==> config.mk <==
export PLATFORM = sky130hd
export DESIGN_NAME = demux3out3b_reg
export DESIGN_NICKNAME = d
export VERILOG_FILES = /design/src/rtl/demux3out3b_reg.sv
export SDC_FILE = /design/constraint.sdc
export NUM_CORES = 1
export LEC_CHECK = 0
export ABC_CLOCK_PERIOD_IN_PS = 1450
export CORE_MARGIN = 2
export CORE_UTILIZATION = 30
export CTS_BUF_LIST = sky130_fd_sc_hd__clkbuf_4
export DETAILED_ROUTE_END_ITERATION = 16
export PLACE_DENSITY = 0.61
export SETUP_SLACK_MARGIN = 0.05
export SLEW_MARGIN = 15
export SYNTH_ARGS = -nofsm -noshare
export SYNTH_HDL_FRONTEND = slang
export SYNTH_SLANG_ARGS = --single-unit
export TNS_END_PERCENT = 50
==> constraint.sdc <==
create_clock -name clock -period 1.45 [get_ports clock]
set_input_delay 0.29 -clock clock [delete_from_list [all_inputs] [get_ports clock]]
set_output_delay 0.29 -clock clock [all_outputs]
set_load 0.005 [all_outputs]
==> src/rtl/demux3out3b_reg.sv <==
// Registered 1-to-3 demux for 3-bit operands: a valid/ready transfer is captured,
// then committed into one of three holding slots on the following edge.
module demux3out3b_reg (
    input  logic       clock,
    input  logic       reset,
    input  logic [2:0] in,
    input  logic [1:0] control,
    input  logic       valid,
    input  logic       clear_err,
    output logic       ready,
    output logic [2:0] out1,
    output logic [2:0] out2,
    output logic [2:0] out3,
    output logic       wr1,
    output logic       wr2,
    output logic       wr3,
    output logic       err,
    output logic [3:0] xfer_count
);

    typedef enum logic [1:0] {INIT, IDLE, WRITE} state_t;

    state_t     state_q;
    logic       ready_q;
    logic [2:0] data_q;
    logic [1:0] sel_q;
    logic [2:0] out1_q, out2_q, out3_q;
    logic       wr1_q, wr2_q, wr3_q;
    logic       err_q;
    logic [3:0] cnt_q;
    logic [3:0] cnt_d;

    assign cnt_d = cnt_q + 4'd1;

    always_ff @(posedge clock) begin
        if (reset) begin
            state_q <= INIT;
            ready_q <= 1'b0;
            data_q  <= 3'd0;
            sel_q   <= 2'd0;
            out1_q  <= 3'd0;
            out2_q  <= 3'd0;
            out3_q  <= 3'd0;
            wr1_q   <= 1'b0;
            wr2_q   <= 1'b0;
            wr3_q   <= 1'b0;
            err_q   <= 1'b0;
            cnt_q   <= 4'd0;
        end else begin
            wr1_q <= 1'b0;
            wr2_q <= 1'b0;
            wr3_q <= 1'b0;
            // Clear is applied first so an illegal commit on the same edge wins.
            if (clear_err) err_q <= 1'b0;
            case (state_q)
                INIT: begin
                    state_q <= IDLE;
                    ready_q <= 1'b1;
                end
                IDLE: begin
                    if (valid) begin
                        data_q  <= in;
                        sel_q   <= control;
                        ready_q <= 1'b0;
                        state_q <= WRITE;
                    end
                end
                WRITE: begin
                    state_q <= IDLE;
                    ready_q <= 1'b1;
                    case (sel_q)
                        2'd0: begin out1_q <= data_q; wr1_q <= 1'b1; cnt_q <= cnt_d; end
                        2'd1: begin out2_q <= data_q; wr2_q <= 1'b1; cnt_q <= cnt_d; end
                        2'd2: begin out3_q <= data_q; wr3_q <= 1'b1; cnt_q <= cnt_d; end
                        default: err_q <= 1'b1;
                    endcase
                end
                default: begin
                    state_q <= INIT;
                    ready_q <= 1'b0;
                end
            endcase
        end
    end

    assign ready      = ready_q;
    assign out1       = out1_q;
    assign out2       = out2_q;
    assign out3       = out3_q;
    assign wr1        = wr1_q;
    assign wr2        = wr2_q;
    assign wr3        = wr3_q;
    assign err        = err_q;
    assign xfer_count = cnt_q;

endmodule

Word level (Yosys, flattened, before mapping)

Index checks and enable logic that the tools add are counted.

Output and inout bits: 18
Bits in registers: 25
Bits of input ports: 9

Add/sub/neg operators: 1
Multiplexer cells: 10
Bitwise operators: 1
Eq/ne operators: 5
Reductions and logical operators: 10

Operator list:

| kind                                                            | count |
|---|---|
| 2-bit AND reduction                                             | 5 |
| 1-bit two-way mux                                               | 7 |
| 4-bit by 1-bit adder with 4-bit output, second input constant   | 1 |
| 2-bit by 1-bit == test with 1-bit output, second input constant | 2 |
| 2-bit == test, second input constant                            | 2 |
| 2-bit zero test                                                 | 2 |
| 2-bit case mux with 2 select lines                              | 1 |
| 2-bit OR reduction                                              | 2 |
| 3-bit OR reduction                                              | 1 |
| 2-bit two-way mux                                               | 1 |
| 2-bit != test, second input constant                            | 1 |
| 1-bit case mux with 2 select lines                              | 1 |
| 1-bit NOT                                                       | 1 |

Depth between registers and ports, before layout

Depth in word-level cells: 4
Depth in mapped cells: 3
Depth with buffers taken out: 3

Worst setup path before layout

OpenSTA, ideal clock, no wires.

Path kind: reg-to-reg
Start point: register state_q[0]
End point: register cnt_q[3] (netlist: xfer_count[3])
Slack: 0.231 ns
Arrival time: 1.149 ns
Period minus slack after synthesis: 1.219 ns
Data required time: 1.379 ns
Cell stages (with the launch flop): 4
Setup time: 0.071 ns
Path through: dfxtp_1 -> nand2b_4 -> or4_1 -> a21oi_1

Word-level cells in the longest chain between the ends: 2

RTL lines:

| item                                 | line | RTL |
|---|---|---|
| from (decl)                          | 23   | `state_t state_q;` |
| from (signal assigned)               | 37   | `state_q <= INIT;` |
| from (signal assigned)               | 57   | `state_q <= IDLE;` |
| from (signal assigned)               | 65   | `state_q <= WRITE;` |
| 2-bit == test                        | 55   | `case (state_q)` |
| 2-bit AND reduction (no source line) | -    |  |
| to (signal assigned)                 | 72   | `2'd0: begin out1_q <= data_q; wr1_q <= 1'b1; cnt_q <= cnt_d; end` |
| to (signal assigned)                 | 73   | `2'd1: begin out2_q <= data_q; wr2_q <= 1'b1; cnt_q <= cnt_d; end` |
| to (signal assigned)                 | 74   | `2'd2: begin out3_q <= data_q; wr3_q <= 1'b1; cnt_q <= cnt_d; end` |
| to (decl)                            | 30   | `logic [3:0] cnt_q;` |

Every way passes these cells.
A chain may end at the register's enable or synchronous reset.

Worst setup path after layout

Same ends and word-level chain as after synthesis.

==> results.md <==
- Crit path time final: 1.37 ns
- First-pass GRT wire length: 3160 µm
- Comb pwr share: 0.070
- Pin count of the biggest net entering global routing: 16
- Clock root buffer: clkbuf_4
- GRT Total Usage: 0.119
- Slew @ Worst Pin: 0.376 ns
- Post-Syn Area: 911 µm²
- Sequential power share: 0.545
- Number of global-route vias before repair: 705
- Reg clk slew, reported paths: 0.14 ns
- FMAX: 0.730 GHz
- CP Cell Sequence: buf_4 > nand2b_4 > or4_1 > a21oi_1
- Setup CP Type: flip-flop to flip-flop
- FILL cells: 282
- PwrDens: 957 nW/µm²
- Max-cap violations: 0
- CP Capture Type: flip-flop
- Seq. cell area: 502 µm²
- Multi-input logic area: 423 µm²
- Worst-path maximum fanout: 7
- Vias post-DR: 734
- Drt first pass iters: 4
- Sw Share: 0.201
- GRT overflow: 0
- Total Nets Final: 132
- Die H: 59.1 µm
- Post-Place Cell Area: 1220 µm²
- Switching pwr: 252 µW
- LEAKAGE: 0.000607 µW
- Die area: 3490 µm²
- Clk_skew: 0.00859 ns
- Antenna violations before repair: 0
- Via-to-Cell Ratio: 4.83
- Crit path max-delay cell type: or4_1
- Critical path startpoint category: flip-flop
- RSZ-0062 raised after global routing: true
- Row count: 19
- Seq/Total Area, Yosys: 0.527
- Final HPWL DP: 1330 µm
- CTS Sinks: 24
- Layout Cells excl Fill: 152
- Internal: 1000 µW
- Top-area cell type share of the netlist area: 0.527
- CP arrival: 1.62 ns
- Largest area contributor in the netlist: dfxtp_1
- Setup WS post-layout: 0.0802 ns
- I/O Buffers: 26
- Register-to-register setup slack: 0.08 ns
- Synth Register Bits: 24
- Total CTS buffers: 3
- Hold Vio Cnt, Final: 0
- Starting Density: 0.322
- Die Width: 59.1 µm
- Synth-to-layout area growth: 43.8%
- Layout cells sized above 1: 0.256
- Data required, critical path: 1.70 ns
- Post-Syn Nets: 96
- Synthesized area per cell: 10.6 µm²
- GPL Wtd Cong: 0.694
- Final WL: 1900 µm
- Yosys warns: 0
- Core Box Area: 2830 µm²
- ANT nets after route: 0
- Clock power share: 0.384
- Final setup fails: 0
- Netlist cell types: 20
- Final Max Tran Viols: 0
- Most common cell after layout, fill and taps aside: nor2_1
- Peak VDD IR: 0.000653 V
- Status: finished clean
- Synth top area cells: dfxtp_1 53%, mux2i_1 15%, nor2_1 7.4%
- H-tree levels: 1
- WHS: 0.498 ns
- Final non-filler cell area: 1310 µm²
- DRC: 0
- Relative slew margins: 0.748
- DR WL/cell: 12.5 µm
- Most frequent cells in the layout: 18 x nor2_1, 17 x dlygate4sd2_1, 14 x mux2i_1, 14 x dfxtp_2, 9 x dfxtp_1
- Drt initial violations: 18
- Clk buf depth: 2
- Antenna Cells: 0
- Cells after Synth: 86
- IO Pins: 27
- Worst Hold Class: flip-flop to flip-flop
- CP max stage delay: 0.50 ns
- TritonCTS clock tree: done
- Place WS: -0.0153 ns
- Fin crit share: 0.945
- Post-placement cell count: 143
- Tot Pwr: 1250 µW
- Worst-Skew Late Latency: 0.32 ns
cell usage after synthesis:
library cell / instances
a21oi_1: 4
and2_1: 1
and4bb_2: 2
clkbuf_1: 2
dfxtp_1: 24
ha_1: 1
mux2_2: 1
mux2i_1: 14
nand2_1: 1
nand2b_4: 1
nand3_1: 3
nand3b_1: 1
nor2_1: 18
nor2b_1: 6
nor4b_4: 1
o21a_1: 1
o21ai_0: 2
o31ai_1: 1
or3_1: 1
or4_1: 1
state kept, by name (all words and copies together), names as in the netlist:
signal,flops
data_q,3
err,1
wr1,1
sel_q,2
out2,3
out3,3
xfer_count,4
state_q,2
wr2,1
out1,3
wr3,1
power groups by stage:
stage | clock network [µW] | registers, µW | logic [µW]
2_1_floorplan | 0 | 701 | 39.1
3_3_place_gp | 0 | 704 | 80.2
3_5_place_dp | 0 | 705 | 81.7
4_1_cts | 494 | 684 | 88.7
5_1_grt | 521 | 687 | 96.5
6_report | 482 | 684 | 88.0
critical path, delay by kind of cell, from the launching register on:
family	cells	cell delay, ns
AOI/OAI and AO/OA	1	0.15
buffers and inverters	1	0.15
and+or+nand+nor	2	0.65
DFF	1	0.36
final cells by class:
class | count | area share
clock buffer | 3 | 0.0172
clock inverter | 1 | 0.0229
multi-input combinational | 60 | 0.323
sequential | 24 | 0.383
tap | 31 | 0.0296
timing repair buffer | 33 | 0.224
worst paths after layout:
path | cells past startpoint | end | start
worst max register to register | 4 | xfer_count[3] | state_q[0]
worst max-delay path | 4 | xfer_count[3] | state_q[0]
worst min register to register | 2 | out2[0] | out2[0]
worst min-delay path | 2 | out2[0] | out2[0]
through the flow:
step                setup TNS (ns)   util
floorplan                        0      -
CTS                        -0.0131  0.462
global route                     0  0.463
detailed placement         -0.0513  0.430
finish                           0  0.463
global placement                 0  0.430
layer usage:
layer	global-route usage	part of all wire	routed length [µm]
met1	0.140	0.43	820
met2	0.208	0.48	917
met3	0.0459	0.083	158
met4	0.0195	0	0
met5	0	0	0
cell families (layout without fill, tap and decap cells):
family,Yosys count,after routing,synth area share
AO/OA/AOI/OAI,8,8,0.0495
buffers and inverters,2,37,0.00824
flip-flops,24,24,0.527
adder cells (fa/ha/maj),1,1,0.0137
multiplexers,15,15,0.166
AND/OR/NAND/NOR,36,36,0.235
timing repair:
action / CTS / global route
setup buffers: 5 / 0
gates cloned: 0 / 0
resized for setup: 33 / 1
pin swaps: 0 / 0
setup endpoints to repair: 18 / 2
hold buffers: 0 / 0
Note: power is estimated with default switching activity, not from simulation.
==> patch (same flow settings) <==
Reset style: asynchronous (`reset`), changed in one clocked block.
--- a/src/rtl/demux3out3b_reg.sv
+++ b/src/rtl/demux3out3b_reg.sv
@@ -33,5 +33,5 @@
     assign cnt_d = cnt_q + 4'd1;
 
-    always_ff @(posedge clock) begin
+    always_ff @(posedge clock or posedge reset) begin
         if (reset) begin
             state_q <= INIT;
Function: differs if reset is asserted again (counterexample within 4 cycles, from zero or initial values and one cycle with reset high); with reset held inactive, the same outputs for 10 cycles.
==> patch against the unedited design <==
- setup slack better by 0.025 ns
- critical path depth fell by 1
- critical endpoint is now out2[2]
- first-iteration DRC count down 61%
- area after synthesis grew 2.9%
- wire length down 13%
- clock skew fell by 0.00061 ns
- sequential share of layout area increased by 7.9 points
- cell area fell by 0.76%
- largest cell class unchanged
- highest routed layer is now met4
- utilization decreased by 3.0 points
- sequential cell count stayed put
Power is not compared: it rests on default switching activity, and its combinational part moved more than twofold at a synthesized area within 25%.
==> patch: results (changes against the unedited design) <==
diodes inserted 0 (unchanged); Final setup viols 0 (unchanged); largest net degree at the start of global routing 25 (+9); flop2flop setup slack 0.11 ns (+0.03 ns); top layer in use met4; register area share after synthesis 64.1% (+11 points); # fillers 283 (+0.35%); met1 WL 805 um (-1.8%); pre-CTS WS -0.0314 ns (-0.0161 ns); number of global-route vias before repair 577 (-18%); metal2 WL 740 um (-19%); Tot GR Track Use 10.5% (-1.3 points); Worst Path Arrival 1.54 ns (-0.08 ns); Reg2Reg Depth 3 (-1); initial drt markers 7 (-11); XOR/XNOR share of the synthesized area 2.80% (+2.8 points); post-synthesis cell type count 15 (-25%); Peak VDD IR roughly 0.42 mV; fmax 744 MHz (+1.9%); status finished, final reports clean; RD Place Congestion 0.642 (-7.5%); final hold slack 0.326 ns (-0.172 ns); CTS root buffer clkbuf_4; Net count, final 107 (-19%); initial antenna violation count 0 (unchanged); first-pass GRT wire length 2740 um (-13%); pins over their slew limit 0 (unchanged); Max H-tree Level 1 (unchanged); async set-reset flop share out of synthesis 100% (+100 points); First-pass DRT Iterations 3 (-1); PostCTS Resize Cnt 19 (-42%); max reg flops 4 (unchanged); DR vias/cell 4.48 (-7.2%); adder-cell share of the synthesized area 1.34% (-0.039 points); Pleak about 0.64 nW; postcts setup bufs 4 (-1); worst-path fanout max 4 (-3); WL final 1650 um (-13%); clock latency on the worst-skew pair 0.30 ns (-0.02 ns); Bufs on Longest Clock Path 2 (unchanged); Reg clk slew, reported paths 0.13 ns; top cells by count, synth dfrtp_1 (24), mux2_2 (15), inv_1 (3), xnor2_1 (3); Main synth FF type dfrtp_1; crit path to out2[2]; IO buf count 26 (unchanged); crit path from state_q[0]; post-synthesis mux area share 18.0% (+1.4 points); Fin Clk Skew 0.00798 ns (-0.000613 ns); total clock buffers created by CTS 3 (unchanged); Synthesized Nets 69 (-28%); top post-synthesis cells by area dfrtp_1 (64%), mux2_2 (18%), nor3b_4 (4.0%); Rel. slew slack 79.4% (+4.6 points); post-synthesis compound-gate area fraction 1.20% (-3.7 points); synthesis warning total 0 (unchanged); Worst Hold Class input port to asynchronous set/reset pin; metal3 WL 73 um (-54%); ratio of cells with drive above 1 in the final layout 30.2% (+4.6 points)
## patch: changes by cell type after synthesis, moves of 3 or more
cell,before,now
a21oi_1,4,0
dfrtp_1,0,24
dfxtp_1,24,0
inv_1,0,3
mux2_2,1,15
mux2i_1,14,0
nor2_1,18,0
nor2b_1,6,0
xnor2_1,0,3
## patch: power by group
group / total [mW] / switching, mW / internal [mW]
clock network: 0.287 / 0.186 / 0.100
registers: 1.06 / 0.162 / 0.894
logic: 0.702 / 0.229 / 0.473
total: 2.05 / 0.578 / 1.47
## patch: through the flow
step / instance area (sq um) / cells
detailed placement: 1250 / 120
global placement: 1250 / 120
floorplan: 937 / 59
CTS: 1290 / 128
global route: 1300 / 129
finish: 1300 / 129
## patch: critical path, stage by stage (launching register included)
cell	delay (ns)
dfrtp_1	0.42
nand2b_4	0.19
nor3b_4	0.27
mux2_2	0.36
## patch: metal layers
layer	vias up	GRT usage [%]
met4	0	6.67
met3	2	0.649
met1	275	14.7
met2	19	15.8
met5	-	0
li1	282	-
## patch: worst min path at each step
| stage | from | to |
|---|---|---|
| floorplan | reset | data_q[0] |
| global placement | xfer_count[3] | xfer_count[3] |
| detailed placement | xfer_count[3] | xfer_count[3] |
| CTS | reset | wr3 |
| global route | reset | out3[1] |
| finish | reset | out3[1] |
## patch: area by class of cell
| class | count | area [sq um] | share of cell area (%) |
|---|---|---|---|
| Clock buffer | 3 | 22.5 | 1.73 |
| Clock inverter | 1 | 3.75 | 0.289 |
| Inverter | 3 | 11.3 | 0.866 |
| Multi-Input combinational cell | 32 | 325 | 25.0 |
| Sequential cell | 24 | 601 | 46.2 |
| Tap cell | 33 | 41.3 | 3.18 |
| Timing Repair Buffer | 33 | 295 | 22.7 |
